File: src/rtl/muldiv_unit.sv
// muldiv_unit: iterative 32-cycle MULT/MULTU/DIV/DIVU unit with HI/LO result registers.
// Ports: clk, rst (async, active-high); start/op/a/b launch an operation from IDLE;
//        busy while in flight; done (and dbz on divide-by-zero) pulse for one cycle
//        when hi/lo are written; hi = product upper half or remainder, lo = product
//        lower half or quotient.
module muldiv_unit #(
    parameter int WIDTH = 32
) (
    input  logic             clk,
    input  logic             rst,
    input  logic             start,
    input  logic [1:0]       op,
    input  logic [WIDTH-1:0] a,
    input  logic [WIDTH-1:0] b,
    output logic             busy,
    output logic             done,
    output logic             dbz,
    output logic [WIDTH-1:0] hi,
    output logic [WIDTH-1:0] lo
);
    localparam int CW = $clog2(WIDTH);
    typedef enum logic [1:0] {IDLE, CALC, FIX} state_t;
    state_t state, state_nxt;
    logic [CW-1:0] cnt;
    logic is_div, neg_lo, neg_hi, zero_div;
    logic [WIDTH-1:0] opnd;
    logic [2*WIDTH-1:0] acc;
    logic [WIDTH-1:0] a_mag, b_mag, hi_res, lo_res;
    logic [WIDTH:0] mul_sum, div_diff;
    logic [2*WIDTH-1:0] prod_fix;
    assign busy = state != IDLE;
    always_comb begin
        state_nxt = state;
        if (state == IDLE && start)
            state_nxt = CALC;
        else if (state == CALC && cnt == CW'(WIDTH - 1))
            state_nxt = FIX;
        else if (state == FIX)
            state_nxt = IDLE;
    end
    always_comb begin
        a_mag    = (op[0] && a[WIDTH-1]) ? -a : a;
        b_mag    = (op[0] && b[WIDTH-1]) ? -b : b;
        mul_sum  = {1'b0, acc[2*WIDTH-1:WIDTH]} + {1'b0, opnd};
        // remainder shifted left by one is the top WIDTH+1 bits before the shift
        div_diff = acc[2*WIDTH-1:WIDTH-1] - {1'b0, opnd};
        prod_fix = neg_lo ? -acc : acc;
        // with a zero divisor every trial subtract succeeds, so the remainder ends as
        // |a| and the sign fix restores the raw dividend; only lo needs forcing
        hi_res   = is_div ? (neg_hi ? -acc[2*WIDTH-1:WIDTH] : acc[2*WIDTH-1:WIDTH])
                          : prod_fix[2*WIDTH-1:WIDTH];
        lo_res   = is_div ? (zero_div ? '1 : (neg_lo ? -acc[WIDTH-1:0] : acc[WIDTH-1:0]))
                          : prod_fix[WIDTH-1:0];
    end
    always_ff @(posedge clk or posedge rst) begin
        if (rst)
            state <= IDLE;
        else
            state <= state_nxt;
    end
    always_ff @(posedge clk or posedge rst) begin
        if (rst) begin
            cnt      <= '0;
            is_div   <= 1'b0;
            neg_lo   <= 1'b0;
            neg_hi   <= 1'b0;
            zero_div <= 1'b0;
            opnd     <= '0;
            acc      <= '0;
            hi       <= '0;
            lo       <= '0;
            done     <= 1'b0;
            dbz      <= 1'b0;
        end else begin
            done <= state == FIX;
            dbz  <= state == FIX && zero_div;
            if (state == IDLE && start) begin
                cnt      <= '0;
                is_div   <= op[1];
                neg_lo   <= op[0] && (a[WIDTH-1] ^ b[WIDTH-1]);
                neg_hi   <= op[0] && (op[1] ? a[WIDTH-1] : (a[WIDTH-1] ^ b[WIDTH-1]));
                zero_div <= op[1] && b == '0;
                opnd     <= b_mag;
                acc      <= op[1] ? {{WIDTH{1'b0}}, a_mag} : {{WIDTH{1'b0}}, b_mag};
                if (!op[1])
                    opnd <= a_mag;
            end else if (state == CALC) begin
                cnt <= cnt + 1'b1;
                if (is_div)
                    acc <= div_diff[WIDTH] ? {acc[2*WIDTH-2:0], 1'b0}
                                           : {div_diff[WIDTH-1:0], acc[WIDTH-2:0], 1'b1};
                else
                    acc <= acc[0] ? {mul_sum, acc[WIDTH-1:1]} : {1'b0, acc[2*WIDTH-1:1]};
            end else if (state == FIX) begin
                hi <= hi_res;
                lo <= lo_res;
            end
        end
    end
endmodule

File: config.mk
export PLATFORM = sky130hd
export DESIGN_NAME = muldiv_unit
export DESIGN_NICKNAME = d
export VERILOG_FILES = /design/src/rtl/muldiv_unit.sv
export SDC_FILE = /design/constraint.sdc
export NUM_CORES = 1
export LEC_CHECK = 0
export ABC_CLOCK_PERIOD_IN_PS = 10500
export CORE_UTILIZATION = 55
export DETAILED_ROUTE_END_ITERATION = 10
export GPL_TIMING_DRIVEN = 0
export HOLD_SLACK_MARGIN = 0.15
export PLACE_DENSITY = 0.75
export SLEW_MARGIN = 5
export SYNTH_ARGS = -nofsm -noshare
export SYNTH_HDL_FRONTEND = slang
export SYNTH_SLANG_ARGS = --single-unit
File: constraint.sdc
create_clock -name clk -period 10.5 [get_ports clk]
set_input_delay 1.575 -clock clk [delete_from_list [all_inputs] [get_ports clk]]
set_output_delay 1.575 -clock clk [all_outputs]
set_load 0.005 [all_outputs]
==> impl_metrics.env, run 1 <==
export IMPL_async_flop_share_pct=100
export IMPL_drc=0
export IMPL_endpoint_kind="register"
export IMPL_total_leakage_power_nw=6.97
export IMPL_fin_crit_sh_pct=45.1
export IMPL_die_y_um=163
export IMPL_path_max_fanout=5
export IMPL_drive_above_1_share_pct=2.82
export IMPL_p_comb_share_pct=68.1
export IMPL_synth_fp_nets=1961
export IMPL_fin_crit_ns=4.74
export IMPL_hold_viol=0
export IMPL_synth_edff_count=0
export IMPL_fin_nets=2114
export IMPL_start_kind="input pin"
export IMPL_cts_root_buf="clkbuf_16"
export IMPL_required_ns=10.80
export IMPL_clock_sinks=173
export IMPL_design_core_area_sq_um=25300
export IMPL_r2r_slack_ns=6.30
export IMPL_num_antenna_cells=0
export IMPL_grt_start_max_net_pins=95
export IMPL_drtAntennaViolNets=0
export IMPL_fin_setup_tns_ns=0
export IMPL_final_cell_mix="204 x a21oi_1, 187 x nand2_1, 184 x nor2_1, 184 x o21ai_0, 173 x dfrtp_1"
export IMPL_p_sw_share_pct=52.5
export IMPL_worstSetupPathType="input pin to register"
export IMPL_via_per_inst=6.20
export IMPL_cp_buffers_inverters=1
export IMPL_arrival_ns=5.04
export IMPL_grt_pass1_wl_um=74000
export IMPL_detail_route_wl_per_cell_um=20.6
export IMPL_dp_final_hpwl_um=37300
export IMPL_ctsHoldBuffers=0
export IMPL_cp_slowest_cell="or4_1"
export IMPL_relSlewSlack_pct=45.2
export IMPL_first_iter_violations=1763
export IMPL_die_area_sq_um=26600
export IMPL_overflow=0
export IMPL_postCtsSetupBuffers=0
export IMPL_cts_tree="done"
export IMPL_vias=14400
export IMPL_synth_cells=1820
export IMPL_setup_violations=0
export IMPL_grt_setup_unrepaired="no"
export IMPL_ys_types=68
export IMPL_dr_pass1_iters=6
export IMPL_initial_core_util_pct=56.3
export IMPL_cts_inserted_buffers=17
export IMPL_clkTransAtPathRegs_ns=0.08
export IMPL_mostFrequentLayoutCell="a21oi_1"
export IMPL_synth_seq_cells=173
export IMPL_synth_area_sq_um=14300
export IMPL_num_rows=58
export IMPL_cts_resized=0
export IMPL_area_delta_synth_final_pct=17.0
export IMPL_drv_slew=0
export IMPL_gp_congestion=0.991
export IMPL_io_buffers=133
export IMPL_grt_pass1_vias=13200
export IMPL_fin_skew_ns=0.0188
export IMPL_antenna_found_initial=0
export IMPL_final_area_sq_um=16700
export IMPL_seq_area_frac_synth_pct=30.4
export IMPL_synth_ff_type="dfrtp_1"
export IMPL_place_area_sq_um=16000
export IMPL_path_delay_family="simple AND/OR/NAND/NOR gates"
export IMPL_p_int_mw=2.96
export IMPL_num_io_pins=136
export IMPL_synth_warnings=0
export IMPL_share_seq_of_total_power_pct=21.0
export IMPL_clockBufferDepth=2
export IMPL_grt_total_usage_pct=36.3
export IMPL_p_sw_mw=3.27
export IMPL_power_density_nw_per_um2=373
export IMPL_clk_latency_ns=0.45
export IMPL_worst_pin_slew_ns=0.814
export IMPL_fmax_mhz=211
export IMPL_cp_cell_sequence="clkdlybuf4s50_1 > or4_1 > nor4_1 > nand2_1 > nor2_1 > nand3b_1 > o21ai_0 > xor2_1 > nand2_1 > o211ai_1 > o21ai_0"
export IMPL_wl_um=47600
export IMPL_syn_area_per_cell_sq_um=7.83
export IMPL_maxCapViolCount=0
export IMPL_min_path_type="register to register"
export IMPL_cp_slowest_stage_delay_ns=0.59
export IMPL_p_clk_share_pct=10.9
export IMPL_status="complete, no violations"
export IMPL_htreeDepth=4
export IMPL_die_x_um=163
export IMPL_vdd_drop_max_mv=0.246
==> cell type report <==
class / instances / area (sq um)
plain buffers: 113 / 438
clock buffers: 17 / 425
clock inverters: 15 / 211
fillers: 2273 / 8660
inverters: 68 / 263
multi-input cells: 1466 / 9230
flip-flops and latches: 173 / 4330
well taps: 330 / 413
repair buffers: 134 / 1360
==> synth_stat cells (9+ instances only) <==
library cell | instances | area, sq um
nand2_1 | 187 | 702
or3_1 | 22 | 138
a21o_1 | 32 | 240
xor2_1 | 82 | 718
a211oi_1 | 24 | 180
xnor2_1 | 95 | 832
nor3_1 | 36 | 180
a21oi_1 | 204 | 1020
ha_1 | 70 | 876
o21ai_0 | 184 | 921
dfrtp_1 | 173 | 4330
nand2b_1 | 21 | 131
o221ai_1 | 13 | 114
nand3_1 | 21 | 105
and2_1 | 13 | 81.3
nor2b_1 | 10 | 62.6
clkbuf_1 | 101 | 379
or4_1 | 9 | 67.6
o211ai_1 | 46 | 345
a31oi_1 | 14 | 87.6
mux2i_1 | 60 | 601
o41ai_1 | 11 | 96.3
o21a_1 | 12 | 90.1
nor2_1 | 184 | 691
o31ai_1 | 18 | 135
inv_1 | 66 | 248
==> power groups by stage <==
stage | Combinational [mW] | Sequential (mW) | Clock (mW)
floorplan | 3.03 | 1.16 | 0
global placement | 4.03 | 1.29 | 0
detailed placement | 4.11 | 1.30 | 0
CTS | 4.14 | 1.29 | 0.678
global route | 4.63 | 1.33 | 0.703
finish | 4.23 | 1.31 | 0.679
==> metrics by stage <==
stage | setup slack, ns | total power [mW] | util, % | instances | hold WS [ns]
4_1_cts | 5.89 | 6.10 | 65.8 | 2316 | 0.489
3_5_place_dp | 5.43 | 5.41 | 63.3 | 2284 | 0.469
6_report | 5.76 | 6.22 | 65.8 | 2316 | 0.480
3_3_place_gp | 1.94 | 5.32 | 63.2 | 2283 | 0.461
5_1_grt | 5.49 | 6.66 | 65.8 | 2316 | 0.507
2_1_floorplan | 4.24 | 4.18 | - | 1820 | 0.449
==> path summary, 6_finish.rpt <==
| kind | startpoint | cells after the start | to |
|---|---|---|---|
| worst max-delay path | a[4] | 11 | acc[29] |
| worst min-delay path | hi[11] | 2 | hi[11] |
| worst max register to register | acc[31] | 14 | acc[41] |
| worst min register to register | hi[11] | 2 | hi[11] |
| max in group asynchronous | rst | 3 | acc[45] |
| min in group asynchronous | rst | 2 | lo[27] |
==> routing by layer <==
layer,share of wire [%],GRT usage (%),vias to the layer above
met5,0,0,-
met4,2.7,10.7,0
met3,10,8.79,86
met2,43,54.1,718
met1,44,51.9,6778
li1,-,-,6773
==> kinds of logic (layout without fill, tap and decap cells) <==
| logic type | Yosys count | count (layout) | share of synthesized area, % |
|---|---|---|---|
| fa+ha+maj | 72 | 72 | 6.43 |
| simple gates | 542 | 542 | 17.2 |
| compound gates | 613 | 613 | 25.9 |
| mux | 62 | 62 | 4.37 |
| xor+xnor | 177 | 177 | 10.9 |
| flops | 173 | 173 | 30.4 |
| buf+inv | 181 | 347 | 4.86 |
==> sequential cells by signal, indices dropped and copies added (netlist names) <==
register  cells
dbz           1
state         2
zero_div      1
lo           32
cnt           5
acc          64
is_div        1
done          1
hi           32
opnd         32
neg_hi        1
neg_lo        1
==> worst min-delay path: stages, from the launching register on <==
cell and delay [ns]:
dfrtp_1 0.34, nand2_1 0.05, o21ai_0 0.06
Note: power is estimated with default switching activity, not from simulation.
==> inputs of run 2 (changes only) <==
Settings changed: ABC_CLOCK_PERIOD_IN_PS 10500 to 4100, CORE_UTILIZATION 55 to 54, PLACE_DENSITY 0.75 to 0.77.
Clock period 10.5 ns to 4.1 ns, I/O delays scaled along.
==> run 2 against run 1 <==
Against the previous run: critical path depth rose by 4; utilization fell by 1.3 points; die area rose by 1.8%; via count rose by 1.1%; first-iteration DRC count fell by 21%; worst setup slack got worse by 5.6 ns; design area rose by 0.61%.
==> impl_metrics.env, run 2 (same netlist as run 1, synthesis figures left out) <==
export IMPL_grt_setup_unrepaired="no"
export IMPL_detail_route_wl_per_cell_um=21.9
export IMPL_p_int_mw=7.67
export IMPL_power_density_nw_per_um2=962
export IMPL_hold_viol=0
export IMPL_relSlewSlack_pct=35.7
export IMPL_p_comb_share_pct=68.6
export IMPL_cts_tree="done"
export IMPL_startpoint="acc[31]"
export IMPL_status="complete, no violations"
export IMPL_dp_final_hpwl_um=40700
export IMPL_final_cell_mix="203 x a21oi_1, 186 x nand2_1, 184 x nor2_1, 183 x o21ai_0, 172 x dfrtp_1"
export IMPL_required_ns=4.40
export IMPL_wl_um=50900
export IMPL_fin_crit_ns=3.96
export IMPL_clk_latency_ns=0.46
export IMPL_clkTransAtPathRegs_ns=0.08
export IMPL_fmax_mhz=252
export IMPL_p_sw_mw=8.46
export IMPL_place_area_sq_um=16100
export IMPL_drtAntennaViolNets=0
export IMPL_grt_pass1_wl_um=78100
export IMPL_min_path_type="register to register"
export IMPL_die_x_um=164
export IMPL_share_seq_of_total_power_pct=20.6
export IMPL_initial_core_util_pct=54.8
export IMPL_endpoint_kind="register"
export IMPL_area_delta_synth_final_pct=17.7
export IMPL_design_core_area_sq_um=26000
export IMPL_die_y_um=164
export IMPL_top_register="acc"
export IMPL_num_io_pins=136
export IMPL_p_sw_share_pct=52.5
export IMPL_p_clk_share_pct=10.8
export IMPL_grt_total_usage_pct=38.3
export IMPL_min_from="hi[10]"
export IMPL_htreeDepth=4
export IMPL_via_per_inst=6.24
export IMPL_path_max_fanout=10
export IMPL_grt_pass1_vias=13600
export IMPL_fin_skew_ns=0.0298
export IMPL_cts_inserted_buffers=17
export IMPL_fin_crit_sh_pct=96.7
export IMPL_maxCapViolCount=0
export IMPL_total_power_mw=16.1
export IMPL_drv_slew=0
export IMPL_clockBufferDepth=2
export IMPL_first_iter_violations=1394
export IMPL_cts_root_buf="clkbuf_16"
export IMPL_die_area_sq_um=27000
export IMPL_total_leakage_power_nw=7.01
export IMPL_gp_congestion=0.968
export IMPL_drc=0
export IMPL_num_rows=59
export IMPL_worstSetupPathType="register to register"
export IMPL_largest_reg_flops=64
export IMPL_vias=14500
export IMPL_io_buffers=133
export IMPL_worst_pin_slew_ns=0.965
export IMPL_fin_nets=2119
export IMPL_vdd_drop_max_mv=0.537
export IMPL_start_kind="register"
export IMPL_grt_start_max_net_pins=42
export IMPL_clock_sinks=173
export IMPL_final_area_sq_um=16800
export IMPL_mostFrequentLayoutCell="a21oi_1"
export IMPL_antenna_found_initial=2
export IMPL_overflow=0
export IMPL_dr_pass1_iters=6
export IMPL_arrival_ns=4.26
export IMPL_drive_above_1_share_pct=3.37
export IMPL_crit_reg2reg_launch="acc[31]"
export IMPL_fin_setup_tns_ns=0
export IMPL_setup_violations=0
## run 2: cell types whose count changed in the layout (fill, tap and decap cells not counted), sizes merged
cell and change:
buf +5, bufinv +1, clkinv -2, clkinvlp +1
diode +1
## run 2: routing by layer
metal / global-route usage, % / up-vias / wire length (um)
met1: 49.8 / 6849 / 21100
li1: - / 6796 / -
met2: 62.9 / 749 / 23600
met3: 6.33 / 117 / 4360
met4: 16.5 / 2 / 1820
met5: 0 / - / 13
## run 2: final timing paths
| check | to | slack (ns) | depth (start not counted) |
|---|---|---|---|
| min in group asynchronous | dbz | 0.54 | 2 |
| worst max register to register | acc[41] | 0.14 | 15 |
| worst min register to register | hi[10] | 0.48 | 2 |
| worst max-delay path | acc[41] | 0.14 | 15 |
| max in group asynchronous | acc[22] | 2.85 | 4 |
| worst min-delay path | hi[10] | 0.48 | 2 |
## run 2: power groups by stage
stage	clock, mW	sequential (mW)	combinational, mW
floorplan	0	2.96	7.76
global placement	0	3.28	10.5
detailed placement	0	3.30	10.7
CTS	1.74	3.27	10.8
global route	1.80	3.37	12.1
finish	1.74	3.32	11.1
## run 2: worst max-delay path, cell delays in order (launching register included)
cell	delay, ns
dfrtp_2	0.44
inv_1	0.13
ha_1	0.25
fa_1	0.43
nand2b_1	0.20
a21o_1	0.20
a21oi_2	0.23
o311a_1	0.29
o211ai_1	0.20
a311oi_2	0.31
buf_4	0.17
nand2_4	0.12
clkbuf_2	0.25
buf_2	0.27
a21oi_1	0.19
o221ai_1	0.13
## run 2: repair_timing
action	CTS	global route
gates resized for setup	5	3
setup buffers	0	1
endpoints found under the setup margin	29	17
hold buffers	0	0
pin swaps	0	1
## run 2: area by class of cell
type,instances,area [sq um]
Antenna cell,1,2.50
Inverter,68,259
Clock buffer,17,425
Buffer,113,440
Clock inverter,15,199
Tap cell,335,419
Fill cell,2325,9220
Timing Repair Buffer,139,1450
Sequential cell,173,4330
Multi-Input combinational cell,1466,9250
## run 2: per-stage QoR
stage	cells	setup slack, ns	hold slack (ns)	utilization, %
floorplan	1820	0.878	0.449	-
global placement	2288	-0.238	0.463	61.6
detailed placement	2293	-0.283	0.469	62.0
CTS	2325	0.0731	0.487	64.5
global route	2327	0.0211	0.511	64.5
finish	2327	0.137	0.477	64.5
==> inputs of run 3 (changes only) <==
Settings changed: CORE_ASPECT_RATIO set to 0.6.
==> run 3 against run 2 <==
Against the previous run: highest routed layer unchanged; wire length is 1.0% higher; largest cell class unchanged; via count grew 2.2%; die area about the same; combinational power hardly changed; sequential power up 2%; clock power up 3%; design area about the same; power increased by 2.3%; worst setup slack lost 0.045 ns.
==> impl_metrics.env, run 3 (same netlist as run 1, synthesis figures left out) <==
export IMPL_status="complete, no violations"
export IMPL_setup_violations=0
export IMPL_die_x_um=212
export IMPL_num_antenna_cells=0
export IMPL_io_buffers=133
export IMPL_r2r_slack_ns=0.09
export IMPL_initial_core_util_pct=55.6
export IMPL_required_ns=4.43
export IMPL_min_from="hi[4]"
export IMPL_ff2ff_path_depth=12
export IMPL_drv_slew=0
export IMPL_fin_util_pct=65.5
export IMPL_grt_setup_unrepaired="no"
export IMPL_die_y_um=128
export IMPL_antenna_found_initial=3
export IMPL_relSlewSlack_pct=41.1
export IMPL_fin_setup_tns_ns=0
export IMPL_num_io_pins=136
export IMPL_vdd_drop_max_mv=0.527
export IMPL_total_leakage_power_nw=6.99
export IMPL_clk_latency_ns=0.45
export IMPL_worst_pin_slew_ns=0.884
export IMPL_total_power_mw=16.5
export IMPL_cts_inserted_buffers=17
export IMPL_place_area_sq_um=16100
export IMPL_maxCapViolCount=0
export IMPL_path_max_fanout=10
export IMPL_worstSetupPathType="register to register"
export IMPL_fin_crit_ns=4.01
export IMPL_first_iter_violations=2056
export IMPL_drtAntennaViolNets=0
export IMPL_vias=14800
export IMPL_arrival_ns=4.34
export IMPL_fin_crit_sh_pct=97.8
export IMPL_final_cell_mix="204 x a21oi_1, 186 x nand2_1, 184 x nor2_1, 183 x o21ai_0, 172 x dfrtp_1"
export IMPL_clkTransAtPathRegs_ns=0.07
export IMPL_num_rows=45
export IMPL_grt_pass1_vias=13400
export IMPL_via_per_inst=6.34
export IMPL_num_fill_cells=2252
export IMPL_fmax_mhz=250
export IMPL_wl_um=51400
export IMPL_detail_route_wl_per_cell_um=22.0
export IMPL_gp_congestion=1.02
export IMPL_fin_skew_ns=0.0148
export IMPL_drc=0
export IMPL_drive_above_1_share_pct=3.32
export IMPL_largest_reg_flops=64
export IMPL_postCtsSetupBuffers=0
export IMPL_holdPathEnd="hi[4]"
export IMPL_design_core_area_sq_um=25600
export IMPL_clock_sinks=173
export IMPL_start_kind="register"
export IMPL_grt_total_usage_pct=38.3
export IMPL_die_area_sq_um=27100
export IMPL_grt_start_max_net_pins=42
export IMPL_endpoint_kind="register"
export IMPL_fin_nets=2117
export IMPL_whs_path_depth=2
export IMPL_min_path_type="register to register"
export IMPL_htreeDepth=4
export IMPL_area_delta_synth_final_pct=17.7
export IMPL_rr_endpoint="acc[41]"
export IMPL_mostFrequentLayoutCell="a21oi_1"
export IMPL_crit_reg2reg_launch="acc[40]"
export IMPL_hold_viol=0
export IMPL_cts_root_buf="clkbuf_16"
export IMPL_clockBufferDepth=2
export IMPL_grt_pass1_wl_um=78500
export IMPL_dp_final_hpwl_um=41000
export IMPL_overflow=0
export IMPL_cts_tree="done"
export IMPL_final_area_sq_um=16800
export IMPL_power_density_nw_per_um2=984
export IMPL_dr_pass1_iters=5
export IMPL_top_register="acc"
==> run 3: cell types whose count changed in the layout (fill, tap and decap cells not counted), moves of 2 or more <==
cell	delta
bufinv_16	+2
clkinv_8	-4
clkinvlp_4	+4
inv_6	-2
==> run 3: how the worst max path moves through the flow <==
| stage | end | start | depth (start not counted) |
|---|---|---|---|
| 6_report | acc[41] | acc[40] | 12 |
| 3_5_place_dp | acc[27] | a[2] | 11 |
| 4_1_cts | acc[61] | acc[39] | 10 |
| 2_1_floorplan | acc[58] | acc[31] | 13 |
| 5_1_grt | acc[41] | acc[40] | 12 |
| 3_3_place_gp | acc[27] | a[2] | 11 |
==> run 3: metal layers <==
layer / GRT usage [%] / vias to the layer above / share of wire (%)
li1: - / 6793 / -
met1: 59.2 / 7024 / 46
met2: 50.3 / 935 / 38
met3: 12.7 / 76 / 14
met4: 8.65 / 4 / 1.7
met5: 0 / - / 0.053
==> run 3: per-stage QoR <==
step / std cells / worst slack, ns / hold WS, ns
4_1_cts: 2341 / 0.0287 / 0.486
5_1_grt: 2341 / 0.0150 / 0.501
3_3_place_gp: 2305 / -0.156 / 0.462
3_5_place_dp: 2309 / -0.227 / 0.470
2_1_floorplan: 1820 / 0.878 / 0.449
6_report: 2341 / 0.0920 / 0.480
==> run 3: repair_timing <==
| action | CTS | global route |
|---|---|---|
| cloned | 0 | 0 |
| gates resized for setup | 1 | 8 |
| setup endpoints to repair | 1 | 20 |
| hold buffers | 0 | 0 |
==> run 3: area by class of cell <==
cell class / instances / area [sq um] / share of cell area, %
Inverter: 68 / 259 / 1.54
Tap cell: 352 / 440 / 2.63
Multi-Input combinational cell: 1466 / 9250 / 55.1
Buffer: 113 / 440 / 2.63
Clock buffer: 18 / 439 / 2.62
Sequential cell: 173 / 4330 / 25.8
Timing Repair Buffer: 137 / 1410 / 8.41
Clock inverter: 14 / 204 / 1.22
==> run 3: worst max-delay path, cell delays in order, from the launching register on <==
cell,delay (ns)
dfrtp_1,0.65
ha_1,0.40
a21o_1,0.22
a21o_1,0.19
and2_1,0.16
o311a_1,0.37
o211ai_1,0.41
a311oi_2,0.20
nand2_2,0.22
clkbuf_2,0.32
buf_2,0.32
a21oi_1,0.11
o221ai_1,0.29
==> run 3: power by group <==
part / total [mW] / internal [mW] / switching, mW / leakage, nW
clock network: 1.80 / 1.00 / 0.800 / 0.301
logic: 11.3 / 4.36 / 6.95 / 4.68
registers: 3.39 / 2.40 / 0.988 / 2.01
